### src/rtl/l2_tlb_victim_sel.sv
// L2 TLB replacement: per-set tree-PLRU state and victim offer
// to the PTW refill path, held until the refill completes.
module l2_tlb_victim_sel #(
  parameter int NSETS    = 8,
  parameter int SET_BITS = 3
) (
  input  logic                clk_i,
  input  logic                reset_i,
  input  logic                flush_i,
  input  logic                hit_valid_i,
  input  logic [SET_BITS-1:0] hit_set_i,
  input  logic [3:0]          hit_way_i,
  input  logic                miss_valid_i,
  output logic                miss_ready_o,
  input  logic [SET_BITS-1:0] miss_set_i,
  input  logic [3:0]          miss_way_valid_i,
  output logic                victim_valid_o,
  input  logic                victim_ready_i,
  output logic [SET_BITS-1:0] victim_set_o,
  output logic [1:0]          victim_way_o,
  output logic [3:0]          victim_oh_o,
  input  logic                refill_done_i
);

  typedef enum logic [1:0] {
    IDLE, LOOKUP, OFFER, WAIT_FILL
  } state_e;

  state_e                    state_q, state_d;
  logic [NSETS-1:0][2:0]     plru_q, plru_d;
  logic [SET_BITS-1:0]       set_q, set_d;
  logic [3:0]                vld_q, vld_d;
  logic [1:0]                way_q, way_d;
  logic                      fill_touch;

  function automatic logic [1:0] lowest(
    input logic [3:0] v
  );
    logic [1:0] r;
    if (v[0])      r = 2'd0;
    else if (v[1]) r = 2'd1;
    else if (v[2]) r = 2'd2;
    else           r = 2'd3;
    return r;
  endfunction

  // Point the tree away from way w.
  function automatic logic [2:0] touch(
    input logic [2:0] s,
    input logic [1:0] w
  );
    logic [2:0] r;
    r = s;
    unique case (w)
      2'd0: begin r[0] = 1'b1; r[1] = 1'b1; end
      2'd1: begin r[0] = 1'b1; r[1] = 1'b0; end
      2'd2: begin r[0] = 1'b0; r[2] = 1'b1; end
      2'd3: begin r[0] = 1'b0; r[2] = 1'b0; end
    endcase
    return r;
  endfunction

  // An invalid way always beats the PLRU choice.
  function automatic logic [1:0] pick(
    input logic [2:0] s,
    input logic [3:0] v
  );
    logic [1:0] r;
    if (!(&v))     r = lowest(~v);
    else if (s[0]) r = s[2] ? 2'd3 : 2'd2;
    else           r = s[1] ? 2'd1 : 2'd0;
    return r;
  endfunction

  always_comb begin
    state_d = state_q;
    set_d   = set_q;
    vld_d   = vld_q;
    way_d   = way_q;
    unique case (state_q)
      IDLE: begin
        if (miss_valid_i) begin
          set_d   = miss_set_i;
          vld_d   = miss_way_valid_i;
          state_d = LOOKUP;
        end
      end
      LOOKUP: begin
        way_d   = pick(plru_q[set_q], vld_q);
        state_d = OFFER;
      end
      OFFER: begin
        if (victim_ready_i) state_d = WAIT_FILL;
      end
      WAIT_FILL: begin
        if (refill_done_i) state_d = IDLE;
      end
      default: state_d = IDLE;
    endcase
    if (flush_i) state_d = IDLE;
  end

  assign fill_touch = (state_q == WAIT_FILL) && refill_done_i;

  // Hit touch first, refill touch second, so the refill wins.
  always_comb begin
    plru_d = plru_q;
    for (int i = 0; i < NSETS; i++) begin
      if (hit_valid_i && (|hit_way_i) &&
          hit_set_i == SET_BITS'(i))
        plru_d[i] = touch(plru_d[i], lowest(hit_way_i));
      if (fill_touch && set_q == SET_BITS'(i))
        plru_d[i] = touch(plru_d[i], way_q);
    end
    if (flush_i) plru_d = '0;
  end

  always_ff @(posedge clk_i) begin
    if (reset_i) begin
      state_q <= IDLE;
      plru_q  <= '0;
      set_q   <= '0;
      vld_q   <= '0;
      way_q   <= '0;
    end else begin
      state_q <= state_d;
      plru_q  <= plru_d;
      set_q   <= set_d;
      vld_q   <= vld_d;
      way_q   <= way_d;
    end
  end

  assign miss_ready_o   = (state_q == IDLE);
  assign victim_valid_o = (state_q == OFFER);
  assign victim_set_o   = set_q;
  assign victim_way_o   = way_q;
  assign victim_oh_o    = 4'b0001 << way_q;

endmodule

### config.mk
export PLATFORM = sky130hd
export DESIGN_NAME = l2_tlb_victim_sel
export DESIGN_NICKNAME = d
export VERILOG_FILES = /design/src/rtl/l2_tlb_victim_sel.sv
export SDC_FILE = /design/constraint.sdc
export NUM_CORES = 1
export LEC_CHECK = 0
export BUFFER_PORTS_ARGS = -buffer_cell sky130_fd_sc_hd__buf_2
export CAP_MARGIN = 20
export CELL_PAD_IN_SITES_DETAIL_PLACEMENT = 1
export CELL_PAD_IN_SITES_GLOBAL_PLACEMENT = 1
export CORE_UTILIZATION = 45
export CTS_BUF_LIST = sky130_fd_sc_hd__clkbuf_8 sky130_fd_sc_hd__clkbuf_16
export CTS_CLUSTER_SIZE = 25
export DETAILED_ROUTE_END_ITERATION = 10
export PLACE_DENSITY_LB_ADDON = 0.1
export SLEW_MARGIN = 10
export SYNTH_ARGS = -nofsm -noshare
export SYNTH_HDL_FRONTEND = slang
export SYNTH_SLANG_ARGS = --single-unit
### constraint.sdc
create_clock -name clk_i -period 2.8 [get_ports clk_i]
set_input_delay 0.42 -clock clk_i [delete_from_list [all_inputs] [get_ports clk_i]]
set_output_delay 0.42 -clock clk_i [all_outputs]
set_load 0.05 [all_outputs]
# Yosys cells after proc, flatten, opt, wreduce, memory -nomap -nowiden
# Index checks and enable logic that the tools add are counted.
# classes
magnitude_cmp	1
n_eq_ne	47
shift	1
mux	81
n_bitwise	1
n_reduce_logical	61
# op_table
op	n
$pmux W1 S2	41
$mux W3	17
$eq A2 B2 Y1 const B	20
$reduce_or A2 Y1	19
$mux W2	17
$eq A3 B3 Y1 const B	8
$eq A2 B1 Y1 const B	10
$logic_not A2 Y1	10
$logic_and A1 B1 Y1	18
$reduce_bool A2 Y1	8
$eq A3 B2 Y1 const B	4
$bmux W3 S3	1
$pmux W2 S4	1
$eq A3 B1 Y1 const B	2
$logic_not A3 Y1	2
$lt A3 B4 Y1 const B	1
$mux W1	4
$ne A2 B2 Y1 const B	2
$reduce_and A4 Y1	1
$reduce_or A4 Y1	1
$shl A1 B2 Y4 const A	1
$not A3 Y3	1
$reduce_and A3 Y1	1
$ne A2 B1 Y1 const B	1
$reduce_and A2 Y1	1
# totals
register_bits	35
input_bits	21
out_inout_bits	11
elab_cells	212

# Depth between registers and ports, before layout
# depth
ltp_word	10
mapped_depth	7
depth_no_buf	6

# Least setup slack after synthesis
# No wires, ideal clock.
# synth_timing
kind	flip-flop to output port
start	register way_q[1] (netlist: victim_way_o[1])
end	output victim_oh_o[2]
t_arrival_ns	1.718
required_time_ns	2.380
setup_slack_ns	0.662
stages_incl_launch_ff	4
n_path_buf	1
cell_sequence	dfxtp_1 clkbuf_1 inv_2 nor2_1
# synth_between
elab_chain_len	1
# synth_lines
element	line	text
from (decl)	33	logic [1:0] way_q, way_d;
from (signal assigned)	130	way_q <= way_d;
$shl A1 B2 Y4	138	assign victim_oh_o = 4'b0001 << way_q;
to (decl)	21	output logic [3:0] victim_oh_o,
# Every way passes these cells.

# Worst setup path after layout
# layout_timing
start	register set_q[1] (netlist: victim_set_o[1])
end	register way_q[0] (netlist: victim_way_o[0])
# layout_between
elab_chain_len	5
elab_cells_between_ends	6
classes_between	mux (6)
# layout_lines
element	line	text
from (decl)	31	logic [SET_BITS-1:0] set_q, set_d;
from (signal assigned)	128	set_q <= set_d;
$bmux W3 S3 *	89	way_d = pick(plru_q[set_q], vld_q);
$mux W3 (not written as such) *	89	
$mux W1 (on tied branches)	71, 70	
$mux W2 *	70	else if (s[0]) r = s[2] ? 2'd3 : 2'd2;
$mux W2 *	69	if (!(&v)) r = lowest(~v);
# Every way passes the cells marked *; elsewhere a longest branch is shown, timed or not. The select of a mux whose other input is x is not followed.
# A chain may end at the register's enable or synchronous reset.

==> impl_metrics.yaml <==
min_path:
  hold_path_end: "vld_q[1]"
  min_path_cells: 3
  min_from: "miss_way_valid_i[1]"
  hold_class: "primary input to flop"
layout:
  fin_nets: 310
  layout_commonest_cell: "nand2_1"
  drive_above_1_share_pct: 19.2
  fin_cells: 338
  final_util_pct: 53.3
  area_growth_pct: 12.1
  final_cell_mix: "nand2_1 (37), dfxtp_1 (35), buf_2 (31)"
  num_antenna_cells: 0
die:
  die_h_um: 70.6
  die_x_um: 70.6
  core_um2: 4440
  rows: 24
  start_util_pct: 47.6
  ios: 32
  die_area_um2: 4980
grt:
  antenna_found_initial: 0
  grt_pass1_wl_um: 10500
  grt_max_degree: 18
  gr-usage-all-layers_pct: 27.2
  grt_overflow: 0
  grt_pass1_vias: 2010
routing:
  dr.pass1.iters: 8
  viasPerCell: 6.25
  drtAntennaViolNets: 0
  wire_per_inst_um: 18.8
  drt_wl_total_um: 6360
  drtIter0Drc: 203
  drc: 4
  num_vias: 2113
timing:
  whs_ns: 0.379
  clock_skew_ns: 0.00901
  max_slew_margin_pct: 54.3
  finalMaxSlewViolations: 0
  setup-violations-final: 0
  fin_setup_tns_ns: 0
  fin_crit_sh_pct: 70.3
  tightest_slew_ns: 0.683
  rsz0062_at_grt: "no"
  finalCriticalPeriod_ns: 1.97
  hold_viol_final: 0
  fmax_ghz: 0.508
placed_design:
  gp_congestion: 0.857
  io_buffers: 31
  place_inst: 330
  hpwl_um: 4750
synth:
  synth-xor-area-share_pct: 0
  synthFlopType: "dfxtp_1"
  muxShareOfSynthArea_pct: 10.7
  synth.distinct_cells: 54
  yosys.area.top_type: "dfxtp_1"
  synth_fa_ha_area_share_pct: 2.37
  synth_top_family_by_area: "simple AND/OR/NAND/NOR gates"
  ys_seq_area_share_pct: 33.1
  synth_area_leaders: "dfxtp_1 (33%), nand2_1 (6.6%), mux2i_1 (4.3%)"
  ys_ff_latch: 35
  ys.warnings.count: 0
  synth_compound_gate_area_share_pct: 21.2
  syn_nets: 285
  synth_top_area_share_pct: 33.1
  syn_inst: 260
  syn_area_per_cell_um2: 8.13
  async_flop_share_pct: 0
  synth_edf_count: 0
  synthSimpleGateAreaFrac_pct: 26.9
  netlist_area_um2: 2110
power_and_ir_drop:
  power_w: 0.00105
  leakagePower_nw: 0.973
  max-vdd-ir-drop_mv: 0.239
  power_density_nw_per_um2: 442
worst_setup_path:
  required_ns: 3.04
  end_kind: "flop"
  start_kind: "flop"
  r2r-end: "victim_way_o[0]"
  critPathMaxFanout: 9
  critical_path_class: "flop to flop"
  r2r_start: "victim_set_o[1]"
  arrival_ns: 2.21
  rr_worst_depth: 6
  ff2ff_setup_slack_ns: 0.83
cts:
  path_clk_slew_ns: 0.08
  clock-sinks: 35
  clk_latency_ns: 0.29
  cts_tree: "done"
  cts_root_buf: "clkbuf_8"
  numCtsBuffers: 5
  cts_buffer_depth: 2
  cts_resized: 0
  cts_setup_buffers: 0
  htree_levels: 2
  hold_buffers: 0
status:
  violations: "design-rule violations"
  run_status: "finished with violations"
flow_run:
  drv_cap: 0
==> cell type report <==
| class | count | area (um2) |
|---|---|---|
| Sequential cell | 35 | 701 |
| Fill cell | 540 | 2070 |
| Clock buffer | 5 | 68.8 |
| Clock inverter | 3 | 12.5 |
| Timing Repair Buffer | 37 | 200 |
| Inverter | 8 | 30.0 |
| Multi-Input combinational cell | 198 | 1290 |
| Tap cell | 52 | 65.1 |
==> stage by stage <==
step | setup slack (ns) | instance area [um2]
2_1_floorplan | 0.662 | 2110
3_3_place_gp | 0.807 | 2290
3_5_place_dp | 0.794 | 2290
4_1_cts | 0.822 | 2370
5_1_grt | 0.692 | 2370
6_report | 0.831 | 2370
==> worst max-delay path: stages, from the launching register on <==
cell and delay [ns]:
dfxtp_1 0.51, buf_4 0.27, mux4_2 0.51, inv_1 0.07, o21ai_1 0.10, nor4_1 0.32
a211o_1 0.14
==> cell families (layout without fill, tap and decap cells) <==
logic type,after synthesis,after routing
DFF,35,35
muxes,18,18
buffers and inverters,27,53
and+or+nand+nor,112,112
adders and majority gates,4,4
AOI/OAI and AO/OA,64,64
==> state kept, by name (all words and copies together), names as in the netlist <==
name          flops
victim_set_o      3
victim_way_o      2
plru_q           24
state_q           2
vld_q             4
==> how the worst max path moves through the flow <==
stage / from / end / cells past startpoint
final: victim_set_o[1] / victim_way_o[0] / 6
after global routing: victim_set_o[1] / victim_way_o[0] / 6
after CTS: victim_set_o[1] / victim_way_o[0] / 6
after detailed placement: hit_way_i[2] / plru_q[5] / 6
after global placement: hit_way_i[0] / plru_q[2] / 6
after floorplan: victim_way_o[1] / victim_oh_o[2] / 3
==> power by group <==
group          internal (W)  total [W]  switching [W]
sequential         0.000509   0.000529      0.0000193
combinational     0.0000581   0.000166       0.000108
clock              0.000167   0.000354       0.000187
==> layer usage <==
layer	track usage, %	share of wire, %	up-vias
met5	0	0	-
met4	7.56	1.4	0
met3	5.70	5.8	9
met2	41.5	46	58
met1	39.1	47	1042
li1	-	-	1004
==> synthesized netlist by cell type, types with 2 or more instances <==
| master | n |
|---|---|
| o21bai_1 | 2 |
| o21ai_1 | 6 |
| ha_1 | 4 |
| buf_2 | 4 |
| nor3_1 | 7 |
| nor2b_1 | 5 |
| or2_1 | 2 |
| a221oi_1 | 9 |
| mux4_2 | 3 |
| o21ai_0 | 2 |
| nor4_1 | 2 |
| a222oi_1 | 3 |
| nand2_1 | 37 |
| nor3b_1 | 3 |
| clkbuf_1 | 13 |
| a211oi_1 | 5 |
| inv_1 | 7 |
| a21o_1 | 5 |
| and3_1 | 2 |
| dfxtp_1 | 35 |
| a31oi_1 | 7 |
| mux2_1 | 5 |
| nand2b_1 | 3 |
| a21oi_1 | 15 |
| buf_6 | 2 |
| mux2i_1 | 9 |
| nor2_1 | 24 |
| nand3_1 | 13 |
Note: power is estimated with default switching activity, not from simulation.
